[config.mk]
export PLATFORM = sky130hd
export DESIGN_NAME = is31fl3731_frame_driver
export DESIGN_NICKNAME = d
export VERILOG_FILES = /design/src/rtl/is31fl3731_pkg.sv /design/src/rtl/is31fl3731_led_map.sv /design/src/rtl/is31fl3731_frame_driver.sv
export SDC_FILE = /design/constraint.sdc
export NUM_CORES = 2
export LEC_CHECK = 0
export BUFFER_PORTS_ARGS = -buffer_cell sky130_fd_sc_hd__buf_2
export CAP_MARGIN = 30
export CORE_MARGIN = 2
export CORE_UTILIZATION = 45
export CTS_CLUSTER_DIAMETER = 80
export DETAILED_ROUTE_END_ITERATION = 7
export GPL_ROUTABILITY_DRIVEN = 0
export SLEW_MARGIN = 10
export SYNTH_ARGS = -nofsm -noshare
export SYNTH_HDL_FRONTEND = slang
export SYNTH_HIERARCHICAL = 1
export SYNTH_SLANG_ARGS = --single-unit
export TNS_END_PERCENT = 1
[constraint.sdc]
create_clock -name clk -period 4.6 [get_ports clk]
set_input_delay 0.92 -clock clk [delete_from_list [all_inputs] [get_ports clk]]
set_output_delay 0.92 -clock clk [all_outputs]
set_load 0.03 [all_outputs]
[src/rtl/is31fl3731_pkg.sv]
// Shared register constants, FSM state encoding and command record for the
// IS31FL3731 frame driver.
package is31fl3731_pkg;

    localparam logic [7:0] REG_CMD      = 8'hFD;
    localparam logic [7:0] REG_SHUTDOWN = 8'h0A;
    localparam logic [7:0] PAGE_FUNC    = 8'h0B;
    localparam logic [7:0] PAGE_FRAME0  = 8'h00;
    localparam logic [7:0] REG_PWM_BASE = 8'h24;
    localparam int         PWM_REGS     = 144;
    localparam int         ENABLE_REGS  = 18;

    typedef enum logic [3:0] {
        S_POWER_UP,
        S_SEL_FUNC,
        S_UNSHUTDOWN,
        S_SEL_FRAME,
        S_ENABLES,
        S_CLEAR,
        S_IDLE,
        S_SCAN,
        S_SEND,
        S_AWAIT
    } state_t;

    typedef enum int {
        MAP_SCROLL_HAT = 0,
        MAP_LINEAR     = 1
    } map_mode_t;

    typedef struct packed {
        logic [7:0] loc;
        logic [7:0] data;
        logic [7:0] rep;
    } i2c_cmd_t;

endpackage

[src/rtl/is31fl3731_led_map.sv]
// Combinational (col,row) -> PWM register offset (0..143) for the chosen
// matrix layout.
module is31fl3731_led_map import is31fl3731_pkg::*; #(
    parameter int NUM_COLS = 17,
    parameter int NUM_ROWS = 7,
    parameter int MAP_MODE = 0
) (
    input  logic [$clog2(NUM_COLS)-1:0] col,
    input  logic [$clog2(NUM_ROWS)-1:0] row,
    output logic [7:0]                  pwm_idx
);

    int c, r, v;

    // Scroll HAT Mini: left half of the panel sits mirrored on matrix A,
    // right half runs forward on matrix B.
    always_comb begin
        c = int'(col);
        r = int'(row);
        v = 0;
        if (MAP_MODE == int'(MAP_LINEAR))
            v = c * 8 + r;
        else if (c < 9)
            v = 16 * (8 - c) + (6 - r);
        else
            v = 16 * (c - 9) + 8 + r;
        pwm_idx = 8'(v);
    end

endmodule

[src/rtl/is31fl3731_frame_driver.sv]
// IS31FL3731 frame driver: power-up/init sequence, host-written framebuffer
// with dirty tracking, and change-only streaming with bounded retry.
module is31fl3731_frame_driver import is31fl3731_pkg::*; #(
    parameter int         NUM_COLS        = 17,
    parameter int         NUM_ROWS        = 7,
    parameter int         MAP_MODE        = 0,
    parameter logic [6:0] I2C_ADDR        = 7'h74,
    parameter int         REPEAT_SZ       = 6,
    parameter int         POWER_UP_CYCLES = 50_000_000,
    parameter int         CLEAR_CHUNK     = 36,
    parameter int         MAX_RETRY       = 3
) (
    input  logic                        clk,
    input  logic                        reset,
    input  logic                        pix_we,
    input  logic [$clog2(NUM_COLS)-1:0] pix_x,
    input  logic [$clog2(NUM_ROWS)-1:0] pix_y,
    input  logic [7:0]                  pix_value,
    output logic                        ready,
    output logic                        frame_done,
    output logic [7:0]                  err_count,
    output logic [6:0]                  i2c_address,
    output logic                        i2c_activate,
    output logic [7:0]                  i2c_location,
    output logic [7:0]                  i2c_data,
    output logic [REPEAT_SZ-1:0]        i2c_repeat,
    input  logic                        i2c_busy,
    input  logic                        i2c_success,
    input  logic                        i2c_abort
);

    localparam int N      = NUM_COLS * NUM_ROWS;
    localparam int IW     = (N > 1) ? $clog2(N) : 1;
    localparam int CW     = $clog2(NUM_COLS);
    localparam int RW     = $clog2(NUM_ROWS);
    localparam int NCHUNK = PWM_REGS / CLEAR_CHUNK;
    localparam logic [7:0] EN_MASK = 8'((1 << NUM_ROWS) - 1);

    state_t          state, ret_state;
    logic [31:0]     delay;
    logic            en_step;
    logic [7:0]      clr_cnt, clr_loc;
    logic [IW-1:0]   scan_idx;
    logic [CW-1:0]   scan_col;
    logic [RW-1:0]   scan_row;
    logic [7:0]      retry;
    logic            seen_busy, aborted, sent;
    logic [7:0]      fb [N];
    logic [N-1:0]    dirty;
    logic            in_range, scan_take, cmd_go;
    logic [IW-1:0]   wr_idx;
    logic [7:0]      map_idx;
    i2c_cmd_t        cmd;
    state_t          cmd_ret;
    logic            unused_success;

    assign i2c_address    = I2C_ADDR;
    assign unused_success = i2c_success;

    is31fl3731_led_map #(
        .NUM_COLS (NUM_COLS),
        .NUM_ROWS (NUM_ROWS),
        .MAP_MODE (MAP_MODE)
    ) u_map (
        .col     (scan_col),
        .row     (scan_row),
        .pwm_idx (map_idx)
    );

    assign in_range  = (int'(pix_x) < NUM_COLS) && (int'(pix_y) < NUM_ROWS);
    assign wr_idx    = IW'(int'(pix_x) * NUM_ROWS + int'(pix_y));
    assign scan_take = (state == S_SCAN) && dirty[scan_idx];

    // Host write is applied after the scan's clear so a same-pixel write
    // in the take cycle keeps the pixel dirty for the next pass.
    always_ff @(posedge clk) begin
        if (reset) begin
            dirty <= '0;
            for (int i = 0; i < N; i++) fb[i] <= '0;
        end else begin
            if (scan_take) dirty[scan_idx] <= 1'b0;
            if (pix_we && in_range) begin
                fb[wr_idx]    <= pix_value;
                dirty[wr_idx] <= 1'b1;
            end
        end
    end

    // Next command to issue from the current sequencing state.
    always_comb begin
        cmd_go  = 1'b0;
        cmd     = '0;
        cmd_ret = S_IDLE;
        case (state)
            S_SEL_FUNC: begin
                cmd_go = 1'b1; cmd = '{REG_CMD, PAGE_FUNC, 8'd0}; cmd_ret = S_UNSHUTDOWN;
            end
            S_UNSHUTDOWN: begin
                cmd_go = 1'b1; cmd = '{REG_SHUTDOWN, 8'h01, 8'd0}; cmd_ret = S_SEL_FRAME;
            end
            S_SEL_FRAME: begin
                cmd_go = 1'b1; cmd = '{REG_CMD, PAGE_FRAME0, 8'd0}; cmd_ret = S_ENABLES;
            end
            S_ENABLES: begin
                if (!en_step) begin
                    cmd_go  = 1'b1;
                    cmd_ret = S_ENABLES;
                    if (MAP_MODE == int'(MAP_LINEAR))
                        cmd = '{8'h00, EN_MASK, 8'(NUM_COLS - 1)};
                    else
                        cmd = '{8'h00, 8'h7F, 8'(ENABLE_REGS - 2)};
                end else begin
                    cmd_ret = S_CLEAR;
                    if (MAP_MODE == int'(MAP_LINEAR)) begin
                        cmd_go = (NUM_COLS < ENABLE_REGS);
                        cmd    = '{8'(NUM_COLS), 8'h00, 8'(ENABLE_REGS - NUM_COLS - 1)};
                    end else begin
                        cmd_go = 1'b1;
                        cmd    = '{8'(ENABLE_REGS - 1), 8'h00, 8'd0};
                    end
                end
            end
            S_CLEAR: begin
                cmd_go  = 1'b1;
                cmd     = '{clr_loc, 8'h00, 8'(CLEAR_CHUNK - 1)};
                cmd_ret = (clr_cnt == 8'(NCHUNK - 1)) ? S_IDLE : S_CLEAR;
            end
            S_SCAN: begin
                cmd_go  = dirty[scan_idx];
                cmd     = '{REG_PWM_BASE + map_idx, fb[scan_idx], 8'd0};
                cmd_ret = S_SCAN;
            end
            default: ;
        endcase
    end

    always_ff @(posedge clk) begin
        if (reset) begin
            state        <= S_POWER_UP;
            ret_state    <= S_IDLE;
            delay        <= 32'(POWER_UP_CYCLES);
            ready        <= 1'b0;
            frame_done   <= 1'b0;
            err_count    <= '0;
            i2c_activate <= 1'b0;
            i2c_location <= '0;
            i2c_data     <= '0;
            i2c_repeat   <= '0;
            en_step      <= 1'b0;
            clr_cnt      <= '0;
            clr_loc      <= REG_PWM_BASE;
            scan_idx     <= '0;
            scan_col     <= '0;
            scan_row     <= '0;
            retry        <= '0;
            seen_busy    <= 1'b0;
            aborted      <= 1'b0;
            sent         <= 1'b0;
        end else begin
            frame_done <= 1'b0;
            if (cmd_go) begin
                i2c_location <= cmd.loc;
                i2c_data     <= cmd.data;
                i2c_repeat   <= REPEAT_SZ'(cmd.rep);
                ret_state    <= cmd_ret;
                retry        <= '0;
                state        <= S_SEND;
            end
            case (state)
                S_POWER_UP: begin
                    if (delay == '0) state <= S_SEL_FUNC;
                    else             delay <= delay - 1'b1;
                end
                S_ENABLES: begin
                    en_step <= ~en_step;
                    if (en_step && !cmd_go) state <= S_CLEAR;
                end
                S_CLEAR: begin
                    clr_cnt <= clr_cnt + 1'b1;
                    clr_loc <= clr_loc + 8'(CLEAR_CHUNK);
                end
                S_IDLE: begin
                    ready <= 1'b1;
                    state <= S_SCAN;
                end
                S_SCAN: begin
                    if (cmd_go) sent <= 1'b1;
                    else if (~|dirty && sent) begin
                        frame_done <= 1'b1;
                        sent       <= 1'b0;
                    end
                    // Advance even when sending so the return resumes at idx+1.
                    if (scan_idx == IW'(N - 1)) begin
                        scan_idx <= '0;
                        scan_col <= '0;
                        scan_row <= '0;
                    end else if (scan_row == RW'(NUM_ROWS - 1)) begin
                        scan_idx <= scan_idx + 1'b1;
                        scan_row <= '0;
                        scan_col <= scan_col + 1'b1;
                    end else begin
                        scan_idx <= scan_idx + 1'b1;
                        scan_row <= scan_row + 1'b1;
                    end
                end
                S_SEND: begin
                    if (!i2c_busy) begin
                        i2c_activate <= 1'b1;
                        seen_busy    <= 1'b0;
                        aborted      <= 1'b0;
                        state        <= S_AWAIT;
                    end
                end
                S_AWAIT: begin
                    if (i2c_abort) aborted <= 1'b1;
                    if (i2c_busy) begin
                        i2c_activate <= 1'b0;
                        seen_busy    <= 1'b1;
                    end else if (seen_busy) begin
                        if (aborted || i2c_abort) begin
                            if (retry < 8'(MAX_RETRY)) begin
                                retry <= retry + 1'b1;
                                state <= S_SEND;
                            end else begin
                                if (err_count != 8'hFF) err_count <= err_count + 1'b1;
                                state <= ret_state;
                            end
                        end else begin
                            state <= ret_state;
                        end
                    end
                end
                default: ;
            endcase
        end
    end

endmodule
Word level (Yosys, flattened, before mapping)
Memories as Yosys holds them, arrays and structs flattened. A register that Yosys moved wholly into a read port is not among the register bits. Index checks and enable logic that the tools add are counted.

Logic and storage cells: 153. Memories: 1. Output and inout bits: 40. RAM bits: 952. Register bits: 235.

Memories: fb (words 119, width 8, read ports 1, clocked after Yosys merged registers in 1, write ports 119, line is31fl3731_frame_driver.sv:48) `logic [7:0] fb [N];`.

Equal/unequal tests: 16. Bitwise gates (word level): 8. Multipliers: 1. Reductions and logical operators: 25. Muxes and demuxes: 57. Magnitude comparators: 8. Add/sub/neg operators: 16.

Operators with widths (count): 2-to-1 mux 119 bit (3); one-hot mux 24 bit (6 select lines) (1); bitwise AND 119 bit (1); NOT 119 bit (1); OR 119 bit (1); OR reduction 119 bit (1); 2-to-1 mux 8 bit (8); zero test 32 bit (1); 2-to-1 mux 4 bit (8); subtractor 32 x 1 -> 32 bit (second input constant) (1); 2-to-1 mux 7 bit (4); adder 8 x 1 -> 8 bit (second input constant) (3); 2-to-1 mux 21 bit (1); one-hot mux 4 bit (5 select lines) (1); 2-to-1 mux 1 bit (18); one-hot mux 3 bit (6 select lines) (1); == test 4 x 3 -> 1 bit (second input constant) (4); less-than comparator 7 x 8 -> 1 bit (second input constant) (2); demux 1 bit (select 7 bit) (2); greater-or-equal comparator 7 x 1 -> 1 bit (second input constant) (2); 2-to-1 mux 5 bit (2); adder 6 x 8 -> 8 bit (first input constant) (1); adder 8 x 4 -> 8 bit (1); adder 8 x 5 -> 8 bit (second input constant) (1); other kinds (38) (62).

Logic depth before layout (Yosys ltp)
Word-level depth: 10. Depth in mapped cells: 13. Depth with buffers taken out: 12.

Cells and area by module
Netlist, hierarchy kept.

By module, submodules not included: is31fl3731_frame_driver (area each 58668.8 sq um, seq. area each 35454.0 sq um, cells each 4321, instances 1); is31fl3731_led_map (area each 203.9 sq um, seq. area each 0.0 sq um, cells each 28, instances 1).

Worst setup path before layout
Ideal clock, no wire load.

Path type: input-to-reg. Start point: in pix_x[0]. End point: mem fb[119][0] (enable). Arrival: 4.356 ns. Path buffers: 2. Stages: 11. Data required time: 4.205 ns. Path slack: -0.151 ns. Path through: fa_1 > fa_1 > ha_1 > a21o_1 > a21oi_1 > o21bai_1 > a21oi_1 > xnor2_1 > clkbuf_1 > buf_1 > nor4_1.

RTL lines: start, declared (line is31fl3731_frame_driver.sv:16) `input logic [$clog2(NUM_COLS)-1:0] pix_x,`; end, declared (line is31fl3731_frame_driver.sv:48).

==> results by group <==
Run status
  • Status: completed

Placement
  • Placed Cells: about 6200
  • DP Wirelength: 106200 µm
  • Pre-CTS setup slack: -0.3299 ns
  • Port Buf Inserts: about 50

Yosys
  • Post-synthesis cell type count: 74
  • Area leader, netlist: edfxtp_1
  • Post-synth top area share: between 50% and 60%
  • Synthesized cell area: 0.05887 mm²
  • Largest family of logic cells by synthesized area: simple AND/OR/NAND/NOR gates
  • Synth warn: 6
  • Post-synthesis register bit count: roughly 1300
  • Simple-gate share of the synthesized area: 17.97%
  • Ys async rst share: 0%
  • Synth Area in XOR/XNOR: 1.012%
  • Post-synthesis sequential area ratio: 60.22%
  • Multiplexer share of the synthesized area: 12.12%
  • Synth Area in Adders: less than 1%
  • Synth Instances: 4349
  • Avg Cell Area, Syn: 13.54 µm²
  • Main flop type after synthesis: edfxtp_1
  • Largest cells by area after synthesis: edfxtp_1 52%, and2_1 10%, mux4_2 9.6%
  • Synth Area in Compound Gates: 5.143%
  • Post-synth EDFFs: between 1000 and 1500

Critical path
  • Kind of end point of the critical path: flop
  • Arr. time, crit path: ~4.6 ns
  • FF-to-FF path depth: 7
  • Critical path origin: pix_x[0]
  • R2R Path Start: scan_idx[2]
  • Startpoint types: primary input
  • Critical Path Fanout Max: 26
  • Critical path required time: 5.07 ns
  • Crit Path Category: primary input to flop

Floorplanning
  • Die Area: 0.1337 mm²
  • Initial Util: 45.41%
  • FP Rows: 132
  • I/O Pins: 62
  • Die width: 365.7 µm
  • Die Span Y: ~370 µm
  • Floorplan core area: 0.1296 mm²

Routing
  • Vias/cell: 5.717
  • DRC: 0
  • Detailed-route via count: about 37000
  • Avg WL per Cell: 25.34 µm
  • DR pass1 iterations: 6
  • Final ANT Viol Nets: 0
  • Initial drt markers: between 3000 and 4000
  • DRT Wirelength: 162600 µm

Clock tree
  • Post-CTS Setup Inserts: 0
  • Worst-path clk slew: 0.06 ns
  • H-tree levels: 4
  • Worst-Skew Late Latency: 0.78 ns
  • CTS tree: done
  • CTS Hold Bufs: 0
  • Root Buffer: clkbuf_16
  • Cts repair resizes: 0
  • # clock sinks: 1259
  • CTS buffer count: 140
  • Clk buf depth: 3

Global route
  • Congestion Overflow GR: 0
  • Initial antenna violation count: 4
  • Vias in the first global route: 36630
  • Largest net degree at the start of global routing: about 100
  • Global-route wire length before repair: 243400 µm
  • GRT Resource Usage Total: 24.27%

Finish
  • # nets final: 4617
  • Most common cell after layout, fill and taps aside: edfxtp_1
  • Multi-input gate area: 0.02192 mm²
  • Layout Cells excl Fill: 6419
  • Layout cell share with drive strength beyond 1: 21.62%
  • Area growth from synthesis to layout: 14.49%
  • # fillers: 10970
  • Reg area: 0.03547 mm²
  • Most frequent cells in the layout: 1024 x edfxtp_1, 956 x and2_1, 331 x buf_4

Power
  • Pwr Density: 383.8 mW/mm²
  • Leak: 23.45 nW
  • Worst IR Drop VDD: about 320 µV

Timing
  • Final period utilization: roughly 90%
  • Unrepaired setup endpoints after global routing: false
  • Setup ws final: approximately 0.44 ns
  • TNS Setup: 0 ns
  • Max Freq: ~240 MHz
  • Slew @ Worst Pin: 1.032 ns
  • Max Slew Vio Count: 0
  • Final Hold Fails: 0
  • Clk_skew: 0.02711 ns
  • # setup viols final: 0
  • Final Critical Period: 4.156 ns
  • Slew margin rel.: roughly 30%

Worst hold path
  • Hold WC Path Type: primary input to flop
  • Hold depth: 3
  • Min-delay src: i2c_busy

Job
  • Max Cap Viol: 0
## routing by layer
metal | GRT usage (%) | part of all wire, %
met1 | 34.68 | 44
met2 | 37.57 | 46
met3 | 4.464 | 6.9
met4 | 7.835 | 2.9
met5 | 0 | 0.012
## layout make-up
cell class | count | share of cell area, %
clock buffer | 175 | 5.469
multi-input combinational | 2732 | 32.52
sequential | 1259 | 52.62
timing repair buffer | 400 | 4.786
inverter | 29 | 0.1652
clock inverter | 81 | 1.197
tap | 1742 | 3.234
antenna | 1 | 0.003713
## report_power, final
group | switching [W] | internal (W) | total (W)
sequential | 0.000158 | 0.0128 | 0.0129
clock | 0.00473 | 0.00635 | 0.0111
combinational | 0.00121 | 0.000626 | 0.00184
## stage by stage
stage               total power, W  utilization [%]  hold WS [ns]  cell area, µm²
global placement           0.01497            48.49        0.4401           62870
floorplan                  0.01413                -        0.4314           58910
CTS                        0.02602            51.96        0.4245           67360
global route               0.02662            51.99        0.4892           67400
finish                     0.02587            51.99        0.4712           67400
detailed placement         0.01501            48.49        0.4602           62870
## synth_stat cells, types with 23 or more instances
master,number
o22ai_1,52
ha_1,27
and2_1,956
xnor2_1,40
buf_2,25
or3_1,32
nand2_1,132
nor3_1,140
nor2_1,100
o31ai_1,23
nor4_1,72
o311ai_0,91
o21ai_0,45
nand3_1,44
or2_2,124
a21oi_1,63
buf_4,39
mux4_2,252
nand2b_1,124
mux2i_1,146
xor2_1,28
inv_1,28
clkbuf_1,245
o221ai_1,24
edfxtp_1,1024
dfxtp_1,235
## logic make-up (layout without fill, tap and decap cells)
| group | after synthesis | after routing |
|---|---|---|
| and+or+nand+nor | 1808 | 1808 |
| DFF | 1259 | 1259 |
| AOI/OAI and AO/OA | 416 | 416 |
| muxes | 398 | 398 |
| buffers and inverters | 365 | 685 |
| xor gates and xnor gates | 68 | 68 |
| adders and majority gates | 33 | 33 |
| other | 2 | 10 |
## final timing paths
path                     end  slack, ns
max                fb[97][2]       0.44
min                  aborted       0.47
max reg2reg     ret_state[2]       0.55
min reg2reg  i2c_location[2]       0.47
## sequential cells by signal, indices dropped and copies added, names as in the netlist, 2 cells and up, named ones only
register	cells
clr_cnt	8
scan_idx	7
fb	1024
scan_col	5
dirty	119
retry	8
scan_row	3
i2c_data	8
i2c_location	8
state	4
delay	32
i2c_repeat	2
ret_state	3
clr_loc	6
err_count	8
## critical path: stages
cell	delay, ns
buf_2	0.11
fa_1	0.56
fa_1	0.48
ha_1	0.32
a21o_1	0.18
a21oi_1	0.20
o21bai_1	0.08
a21oi_1	0.17
buf_4	0.17
xnor2_2	0.08
buf_12	0.20
nor4_1	0.63
buf_4	0.24
or2_2	0.24
(Power assumes the default switching activity.)
